[src/rtl/vga_timing_gen.sv]
// ---------------------------------------------------------------------------
// vga_timing_gen
//
// Free-running VGA raster timing generator running on the pixel clock.
// It walks the raster one pixel per clock: active area first, then front
// porch, sync and back porch, both horizontally and vertically.
// Every output is registered. The decode is taken from the *next* position
// and flopped alongside it, so sx/sy and all strobes describe the same
// raster position with no relative skew.
//
// Ports
//   clk_pix     in   1      pixel clock (only clock)
//   rst         in   1      synchronous reset, active-high
//   clk_locked  in   1      PLL lock; low acts as a synchronous reset
//   sx          out  CORDW  horizontal position, 0..H_TOTAL-1
//   sy          out  CORDW  vertical position, 0..V_TOTAL-1
//   hsync       out  1      horizontal sync, active level HS_POL
//   vsync       out  1      vertical sync, active level VS_POL
//   de          out  1      data enable, high in the active area
//   frame       out  1      one-cycle strobe at (0,0)
//   line        out  1      one-cycle strobe at sx==0 on every line
//   frame_cnt   out  FCW    frames started since reset, wrapping
// ---------------------------------------------------------------------------
module vga_timing_gen #(
  parameter int H_RES  = 640,
  parameter int H_FP   = 16,
  parameter int H_SYNC = 96,
  parameter int H_BP   = 48,
  parameter int V_RES  = 480,
  parameter int V_FP   = 10,
  parameter int V_SYNC = 2,
  parameter int V_BP   = 33,
  parameter bit HS_POL = 1'b0,
  parameter bit VS_POL = 1'b0,
  parameter int CORDW  = 10,
  parameter int FCW    = 16
) (
  input  logic             clk_pix,
  input  logic             rst,
  input  logic             clk_locked,
  output logic [CORDW-1:0] sx,
  output logic [CORDW-1:0] sy,
  output logic             hsync,
  output logic             vsync,
  output logic             de,
  output logic             frame,
  output logic             line,
  output logic [FCW-1:0]   frame_cnt
);

  localparam int H_TOTAL = H_RES + H_FP + H_SYNC + H_BP;
  localparam int V_TOTAL = V_RES + V_FP + V_SYNC + V_BP;

  // All raster boundaries are held at coordinate width so every compare is
  // a plain unsigned compare between equally sized operands.
  localparam logic [CORDW-1:0] H_LAST   = CORDW'(H_TOTAL - 1);
  localparam logic [CORDW-1:0] V_LAST   = CORDW'(V_TOTAL - 1);
  localparam logic [CORDW-1:0] H_ACTIVE = CORDW'(H_RES);
  localparam logic [CORDW-1:0] V_ACTIVE = CORDW'(V_RES);
  localparam logic [CORDW-1:0] HS_START = CORDW'(H_RES + H_FP);
  localparam logic [CORDW-1:0] HS_END   = CORDW'(H_RES + H_FP + H_SYNC);
  localparam logic [CORDW-1:0] VS_START = CORDW'(V_RES + V_FP);
  localparam logic [CORDW-1:0] VS_END   = CORDW'(V_RES + V_FP + V_SYNC);

  // Loss of PLL lock is treated exactly like an explicit reset.
  logic reset_req;
  assign reset_req = rst || !clk_locked;

  logic [CORDW-1:0] sx_q, sx_d;
  logic [CORDW-1:0] sy_q, sy_d;
  logic             hsync_q, hsync_d;
  logic             vsync_q, vsync_d;
  logic             de_q, de_d;
  logic             frame_q, frame_d;
  logic             line_q, line_d;
  logic [FCW-1:0]   frame_cnt_q, frame_cnt_d;

  // Next raster position. The reset position is the last pixel of the
  // frame, so the first enabled edge naturally lands on (0,0) and fires
  // the frame strobe through the normal decode path.
  always_comb begin
    sx_d = sx_q + CORDW'(1);
    sy_d = sy_q;
    if (sx_q == H_LAST) begin
      sx_d = '0;
      if (sy_q == V_LAST) begin
        sy_d = '0;
      end else begin
        sy_d = sy_q + CORDW'(1);
      end
    end
  end

  // Decode of the next position, registered together with it.
  always_comb begin
    de_d        = (sx_d < H_ACTIVE) && (sy_d < V_ACTIVE);
    hsync_d     = ((sx_d >= HS_START) && (sx_d < HS_END)) ? HS_POL : ~HS_POL;
    vsync_d     = ((sy_d >= VS_START) && (sy_d < VS_END)) ? VS_POL : ~VS_POL;
    line_d      = (sx_d == '0);
    frame_d     = (sx_d == '0) && (sy_d == '0);
    frame_cnt_d = frame_cnt_q;
    if (frame_d) begin
      frame_cnt_d = frame_cnt_q + FCW'(1);
    end
  end

  always_ff @(posedge clk_pix) begin
    if (reset_req) begin
      sx_q        <= H_LAST;
      sy_q        <= V_LAST;
      hsync_q     <= ~HS_POL;
      vsync_q     <= ~VS_POL;
      de_q        <= 1'b0;
      frame_q     <= 1'b0;
      line_q      <= 1'b0;
      frame_cnt_q <= '0;
    end else begin
      sx_q        <= sx_d;
      sy_q        <= sy_d;
      hsync_q     <= hsync_d;
      vsync_q     <= vsync_d;
      de_q        <= de_d;
      frame_q     <= frame_d;
      line_q      <= line_d;
      frame_cnt_q <= frame_cnt_d;
    end
  end

  assign sx        = sx_q;
  assign sy        = sy_q;
  assign hsync     = hsync_q;
  assign vsync     = vsync_q;
  assign de        = de_q;
  assign frame     = frame_q;
  assign line      = line_q;
  assign frame_cnt = frame_cnt_q;

endmodule
[config.mk]
export PLATFORM = sky130hd
export DESIGN_NAME = vga_timing_gen
export DESIGN_NICKNAME = d
export VERILOG_FILES = /design/src/rtl/vga_timing_gen.sv
export SDC_FILE = /design/constraint.sdc
export NUM_CORES = 1
export LEC_CHECK = 0
export ABC_AREA = 1
export CORE_AREA = 2 2 83 85
export DETAILED_ROUTE_END_ITERATION = 16
export DIE_AREA = 0 0 85 87
export SETUP_SLACK_MARGIN = 0.3
export SLEW_MARGIN = 20
export SYNTH_ARGS = -nofsm -noshare
export SYNTH_HDL_FRONTEND = slang
export SYNTH_SLANG_ARGS = --single-unit
[constraint.sdc]
create_clock -name clk_pix -period 4.93 [get_ports clk_pix]
set_clock_uncertainty 0.2 [all_clocks]
set_input_delay 0.986 -clock clk_pix [delete_from_list [all_inputs] [get_ports clk_pix]]
set_output_delay 0.986 -clock clk_pix [all_outputs]
set_load 0.02 [all_outputs]
==> out/qor_table.md, run 1 <==
| Quantity | Reported |
| --- | --- |
| Largest driver fanout on the critical path | 28 |
| Number of antenna violations at the first check in global routing | 0 |
| Final nets | 400 |
| Routed Wire Length | 5.79 mm |
| Placer congestion estimate | 0.815 |
| IO Port Bufs | 43 |
| CP max stage cell | sky130_fd_sc_hd__clkdlybuf4s50_1 |
| CTS root buffer | sky130_fd_sc_hd__clkbuf_8 |
| Nets in the synthesized netlist | 358 |
| Count of max-cap constraint violations | 0 |
| Commonest non-fill, non-tap cell in the layout | sky130_fd_sc_hd__nand2_1 |
| Number of DRC markers after the initial detailed-route iteration | 117 |
| Endpoint arrival time on the critical path | 2910 ps |
| Starting Density | 38.1% |
| Setup-violating endpoint count in the final report | 0 |
| Post-synth top area cell | sky130_fd_sc_hd__dfxtp_1 |
| DRT Pass-1 Iters | 4 |
| Count of nets left with antenna violations after detail routing | 0 |
| Yosys synthesis warning count | 0 |
| Clock tree from TritonCTS | done |
| Placement row count | 30 |
| Detailed-route wire length on metal 1 | 2.84 mm |
| Source-to-sink clock delay at the later pin of the worst-skew pair | 300 ps |
| Setup fix buffers added after clock tree synthesis | 0 |
| Synth-to-layout area growth | 23.0% |
| Remaining Overflow, GRT | 0 |
| Horizontal extent of the die | 85 um |
| Cell chain of the critical path | clkdlybuf4s50_1 > inv_1 > nor2_1 > clkinv_1 > buf_4 > a21oi_1 > nand4_1 > or3_1 |
| Synthesized area divided by synthesized cell count | 7.15 sq um |
| Reg-to-Reg Start | sx[0] |
| Required @ worst endpoint | 4910 ps |
| Slew at the pin closest to its max-slew limit | 546 ps |
| Amount of wire on met3 after detailed routing | 195 um |
| Remaining design rule violation count | 0 |
| Wire length of the first global-routing pass | 10.3 mm |
| Worst min-delay path startpoint | frame_cnt[15] |
| Time the worst path needs with I/O delays and setup | 2930 ps |
| Number of vias after detailed routing | 2,338 |
| Metal2 WL | 2.69 mm |
| Number of storage elements in the synthesis netlist | 41 |
| Number of instances resized during post-cts repair | 0 |
| Sequential-to-total area share from yosys stat | 32.8% |
| Post-route fraction of the period consumed by the critical path | 59.5% |
| Worst setup path class | input pin to flip-flop |
| Most used cells in the layout excluding fill and tap cells | 86 x sky130_fd_sc_hd__nand2_1, 43 x sky130_fd_sc_hd__clkdlybuf4s50_1, 41 x sky130_fd_sc_hd__dfxtp_1, 35 x sky130_fd_sc_hd__inv_1 |
| Final number of max-transition violations | 0 |
| Final hold viol count | 0 |
| Crit. Startpoint | clk_locked |
| Static Leak | 1.28 nW |
| Startpoint class of the critical path | input pin |
| Total global routing track utilization | 16.8% |
| Min-delay worst type | flip-flop to flip-flop |
| DIE AREA | 7400 sq um |
| Fraction of layout instances using a drive strength above 1 | 11.2% |
| Endpoint class of the critical path | flip-flop |
| Peak clock frequency supported by timing | 341 MHz |
| Number of diodes added for antenna fixing | 0 |
| Total I/O pin count | 44 |
| Layout Utilization | 46.9% |
| Highest layer used for signal routing | met4 |
| Vias per std cell | 4.94 |
| Most area-consuming cells after synthesis | sky130_fd_sc_hd__dfxtp_1 33%, sky130_fd_sc_hd__nand2_1 13%, sky130_fd_sc_hd__nand4_1 6.0% |
| H-Tree Level Count | 2 |
| PwrDens | 280 nW/um^2 |
| Number of buffers on the longest clock path | 2 |
| Distinct cell type count of the synthesized netlist | 34 |
| Die boundary height | 87 um |
| Worst-case headroom to the max-slew limit | 63.4% |
| Combined area of all synthesized cells | 2500 sq um |
| CP max stage delay | 450 ps |
| RSZ-0062 raised after global routing | false |
| Maximum number of pins on one net before global-route repair | 29 |
| Number of instances in the synthesized netlist | 350 |
| Number of buffers inserted for hold repair after clock tree synthesis | 0 |
| Area share of the leading cell type in the synthesized netlist | 32.8% |
| Final routed wire length divided by cell count | 12.2 um |
| Run status | finished, final reports clean |
| CTS buffer count | 5 |
| Clk sink count | 41 |
| Final HPWL DP | 4.21 mm |
| Total Neg Setup Slack | 0 ps |
| Peak supply drop | 149 uV |
| Clock-pin slew on the worst setup and hold paths | 80 ps |
| Floorplan Core Area | 6570 sq um |
| Vias in the first global route | 2,223 |
## sequential cells by signal, summed over array words and instances, names as in the netlist
name,count
de,1
frame_cnt,16
sy,10
vsync,1
line,1
sx,10
hsync,1
frame,1
## power by group
part           internal, mW  switching [mW]  leakage, nW
Clock                 0.165           0.119       0.0585
Combinational        0.0696           0.153        0.885
Sequential            0.341          0.0143        0.332
Total                 0.576           0.286         1.28
## logic make-up (layout without fill, tap and decap cells)
| logic type | after synthesis | after routing | share of synthesized area, % |
|---|---|---|---|
| buf+inv | 47 | 90 | 8.80 |
| flops | 41 | 41 | 32.8 |
| compound gates | 34 | 34 | 7.50 |
| xor+xnor | 17 | 17 | 5.95 |
| simple gates | 206 | 206 | 42.5 |
| fa+ha+maj | 5 | 5 | 2.50 |
## stage by stage
stage / std cells / hold slack (ps) / power [mW] / setup WS, ps / area (sq um)
detailed placement: 465 / 291 / 0.588 / 1670 / 2960
finish: 473 / 303 / 0.862 / 2000 / 3080
global route: 473 / 330 / 0.916 / 1790 / 3080
global placement: 465 / 285 / 0.587 / 1760 / 2960
CTS: 473 / 304 / 0.872 / 1990 / 3080
floorplan: 350 / 360 / 0.543 / 2440 / 2500
## area by class of cell
type	instances	area, sq um
well taps	80	100
inverters	38	143
repair buffers	44	438
flip-flops and latches	41	821
clock inverters	1	30.0
fillers	679	3490
clock buffers	7	86.3
multi-input cells	262	1460
## path summary, 6_finish.rpt
kind / end / slack (ps) / depth (start not counted)
worst min-delay path: frame_cnt[15] / 300 / 2
worst min register to register: frame_cnt[15] / 300 / 2
worst max-delay path: vsync / 2000 / 8
worst max register to register: frame_cnt[7] / 2250 / 12
## synthesized netlist by cell type (all sizes together)
cell type,instances
nand2,99
and3,1
nor3,9
nor2,37
or2,2
a31oi,1
nand4,24
inv,37
clkinv,1
nor4,1
o21bai,2
o21ai,6
xor2,9
clkbuf,2
buf,7
a21oi,25
nand3,32
ha,5
or3,1
dfxtp,41
xnor2,8
## worst max-delay path: cells and delay by family
family	cells	cell delay, ps
compound gates	1	190
buf+inv	4	870
simple gates	3	870
## metal layers
metal / vias to the layer above / track usage, %
met5: - / 0
met4: 0 / 4.76
met3: 8 / 3.13
met2: 40 / 27.6
met1: 1061 / 22.6
li1: 1229 / -
Note: power is estimated with default switching activity, not from simulation.
==> inputs of run 2 (changes only) <==
Clock period 4.93 ns to 2.9 ns, I/O delays scaled along.
==> run 2 against run 1 <==
  * Die area is the same
  * Clock-buffer cell count unchanged
  * Worst setup slack got worse by 1500 ps
  * Sequential cell count did not move
  * Combinational power rose by 91%
  * Global-route usage is 1.1 points lower
  * Cell count is 2.3% higher
  * Largest cell class unchanged
==> out/qor_table.md, run 2 (same netlist as run 1, synthesis figures left out) <==
| Quantity | Reported | vs previous |
| --- | --- | --- |
| Run status | finished, final reports clean |  |
| CP max stage cell | sky130_fd_sc_hd__dfxtp_2 |  |
| Number of DRC markers after the initial detailed-route iteration | 108 | -7.7% |
| Remaining Overflow, GRT | 0 | unchanged |
| Static Leak | 1.33 nW | +4.2% |
| Total chip power | 1.51 mW | +75% |
| Cell Count, Final, Fillers Out | 484 | +2.3% |
| Layout Utilization | 48.8% | +1.9 points |
| Smallest setup slack after layout | 536 ps | -1460 ps |
| Reg-to-Reg Start | sx[0] |  |
| Worst-case headroom to the max-slew limit | 75.2% | +12 points |
| Number of buffers inserted for hold repair after clock tree synthesis | 0 | unchanged |
| Slew at the pin closest to its max-slew limit | 369 ps | -178 ps |
| Worst setup path class | flip-flop to flip-flop |  |
| Number of buffers on the longest clock path | 2 | unchanged |
| H-Tree Level Count | 2 | unchanged |
| Fraction of layout instances using a drive strength above 1 | 14.6% | +3.4 points |
| Number of vias after detailed routing | 2,453 | +4.9% |
| Total I/O pin count | 44 | unchanged |
| Commonest non-fill, non-tap cell in the layout | sky130_fd_sc_hd__nand2_1 |  |
| Synth-to-layout area growth | 28.0% |  |
| Number of diodes added for antenna fixing | 0 | unchanged |
| PwrDens | 471 nW/um^2 | +68% |
| Placer congestion estimate | 0.854 | +4.8% |
| Routed Wire Length | 6.09 mm | +5.1% |
| Time the worst path needs with I/O delays and setup | 2360 ps |  |
| Final nets | 411 | +2.8% |
| Placement row count | 30 | unchanged |
| Final HPWL DP | 4.30 mm | +2.3% |
| DRT Pass-1 Iters | 4 | unchanged |
| Count of max-cap constraint violations | 0 | unchanged |
| CTS buffer count | 5 | unchanged |
| Peak clock frequency supported by timing | 423 MHz |  |
| Die boundary height | 87 um | unchanged |
| Setup-violating endpoint count in the final report | 0 | unchanged |
| Vias in the first global route | 2,110 | -5.1% |
| Vias per std cell | 5.07 | +2.5% |
| Reg2reg path depth | 12 | unchanged |
| RSZ-0062 raised after global routing | false |  |
| Endpoint arrival time on the critical path | 2390 ps | -520 ps |
| Largest driver fanout on the critical path | 7 | -75% |
| Endpoint class of the critical path | flip-flop |  |
| Startpoint class of the critical path | flip-flop |  |
| Maximum number of pins on one net before global-route repair | 28 | -3.4% |
| Final number of max-transition violations | 0 | unchanged |
| Clock-pin slew on the worst setup and hold paths | 80 ps | about the same |
| Wire length of the first global-routing pass | 9.60 mm | -6.4% |
| DIE AREA | 7400 sq um | unchanged |
| Post-route fraction of the period consumed by the critical path | 81.5% |  |
| Number of antenna violations at the first check in global routing | 0 | unchanged |
| Peak supply drop | 226 uV | +52% |
| CTS root buffer | sky130_fd_sc_hd__clkbuf_8 |  |
| Min-delay worst type | flip-flop to flip-flop |  |
| Required @ worst endpoint | 2930 ps | -1980 ps |
| Starting Density | 38.1% | unchanged |
| Crit. Startpoint | sx[0] |  |
| Critical path destination | frame_cnt[0] |  |
| Source-to-sink clock delay at the later pin of the worst-skew pair | 290 ps | about the same |
| Count of nets left with antenna violations after detail routing | 0 | unchanged |
| Worst slack, placed | 246 ps | -1430 ps |
| Inst Count DP | 468 | +0.65% |
| Floorplan Core Area | 6570 sq um | unchanged |
| Remaining design rule violation count | 0 | unchanged |
| Final routed wire length divided by cell count | 12.6 um | +2.8% |
| Final hold viol count | 0 | unchanged |
| Cell chain of the critical path | ha_1 > nand2_2 > inv_2 > nand2_1 > xor2_1 > nand2_1 > nor2_1 > nand2_2 > nor2_8 > buf_4 > nand4_1 > a21oi_1 |  |
| IO Port Bufs | 43 | unchanged |
| Number of flip-flops in the largest register | 16 | unchanged |
| Horizontal extent of the die | 85 um | unchanged |
| Number of fill cells | 630 | -7.2% |
| CP max stage delay | 390 ps | -60 ps |
| Total Neg Setup Slack | 0 ps | unchanged |
| Clock tree from TritonCTS | done |  |
| Reg-to-Reg End | frame_cnt[0] |  |
| Most used cells in the layout excluding fill and tap cells | 86 x sky130_fd_sc_hd__nand2_1, 43 x sky130_fd_sc_hd__clkdlybuf4s50_1, 38 x sky130_fd_sc_hd__dfxtp_1, 35 x sky130_fd_sc_hd__inv_1, 27 x sky130_fd_sc_hd__nor2_1 |  |
| Clk sink count | 41 | unchanged |
| Flop-to-flop setup slack | 540 ps | -1710 ps |
| Total global routing track utilization | 15.7% | -1.1 points |
## run 2: cell count changes in the layout (fill, tap and decap cells not counted)
cell,delta
sky130_fd_sc_hd__buf_12,+1
sky130_fd_sc_hd__buf_4,+8
sky130_fd_sc_hd__dfxtp_1,-3
sky130_fd_sc_hd__dfxtp_2,+3
sky130_fd_sc_hd__nand3_1,-1
sky130_fd_sc_hd__nand3_4,+2
sky130_fd_sc_hd__nor2_4,+1
## run 2: layer usage
metal	track usage, %	wire [um]
met4	4.47	81
met5	0	0
met3	3.13	196
met2	26.3	2870
met1	20.5	2950
## run 2: worst min-delay path by stage
stage | from | endpoint | slack [ps] | cells past startpoint
after floorplan | frame_cnt[15] | frame_cnt[15] | 360 | 2
after CTS | frame_cnt[1] | frame_cnt[1] | 320 | 2
after detailed placement | frame_cnt[1] | frame_cnt[1] | 300 | 2
final | frame_cnt[15] | frame_cnt[15] | 310 | 2
after global routing | frame_cnt[1] | frame_cnt[1] | 330 | 2
after global placement | frame_cnt[15] | frame_cnt[15] | 280 | 2
## run 2: power breakdown
group / internal (mW) / leakage [nW] / switching [mW] / total [mW]
logic: 0.145 / 0.938 / 0.280 / 0.425
registers: 0.581 / 0.332 / 0.0246 / 0.606
clock network: 0.281 / 0.0585 / 0.197 / 0.478
## run 2: area by class of cell
cell class	count	area [sq um]	area share [%]
Multi-Input combinational cell	264	1500	46.9
Sequential cell	41	825	25.7
Timing Repair Buffer	53	518	16.2
Inverter	38	143	4.45
Tap cell	80	100	3.12
Clock buffer	7	86.3	2.69
Clock inverter	1	30.0	0.937
## run 2: worst max-delay path, delay by kind of cell (launching register included)
family | cells | cell delay [ps]
flip-flops | 1 | 390
AO/OA/AOI/OAI | 1 | 150
AND/OR/NAND/NOR | 7 | 820
adder cells (fa/ha/maj) | 1 | 200
buffers and inverters | 2 | 260
XOR/XNOR | 1 | 260
## run 2: stage by stage
step | hold slack [ps] | area [sq um]
6_report | 313 | 3210
5_1_grt | 329 | 3210
2_1_floorplan | 360 | 2500
3_5_place_dp | 301 | 2990
3_3_place_gp | 284 | 2990
4_1_cts | 315 | 3110
## run 2: repair_timing
| action | in CTS | in global routing |
|---|---|---|
| pin swaps | 0 | 3 |
| endpoints found under the setup margin | 16 | 16 |
| setup buffers | 0 | 6 |
| gates cloned | 0 | 2 |
| gates resized for setup | 1 | 5 |
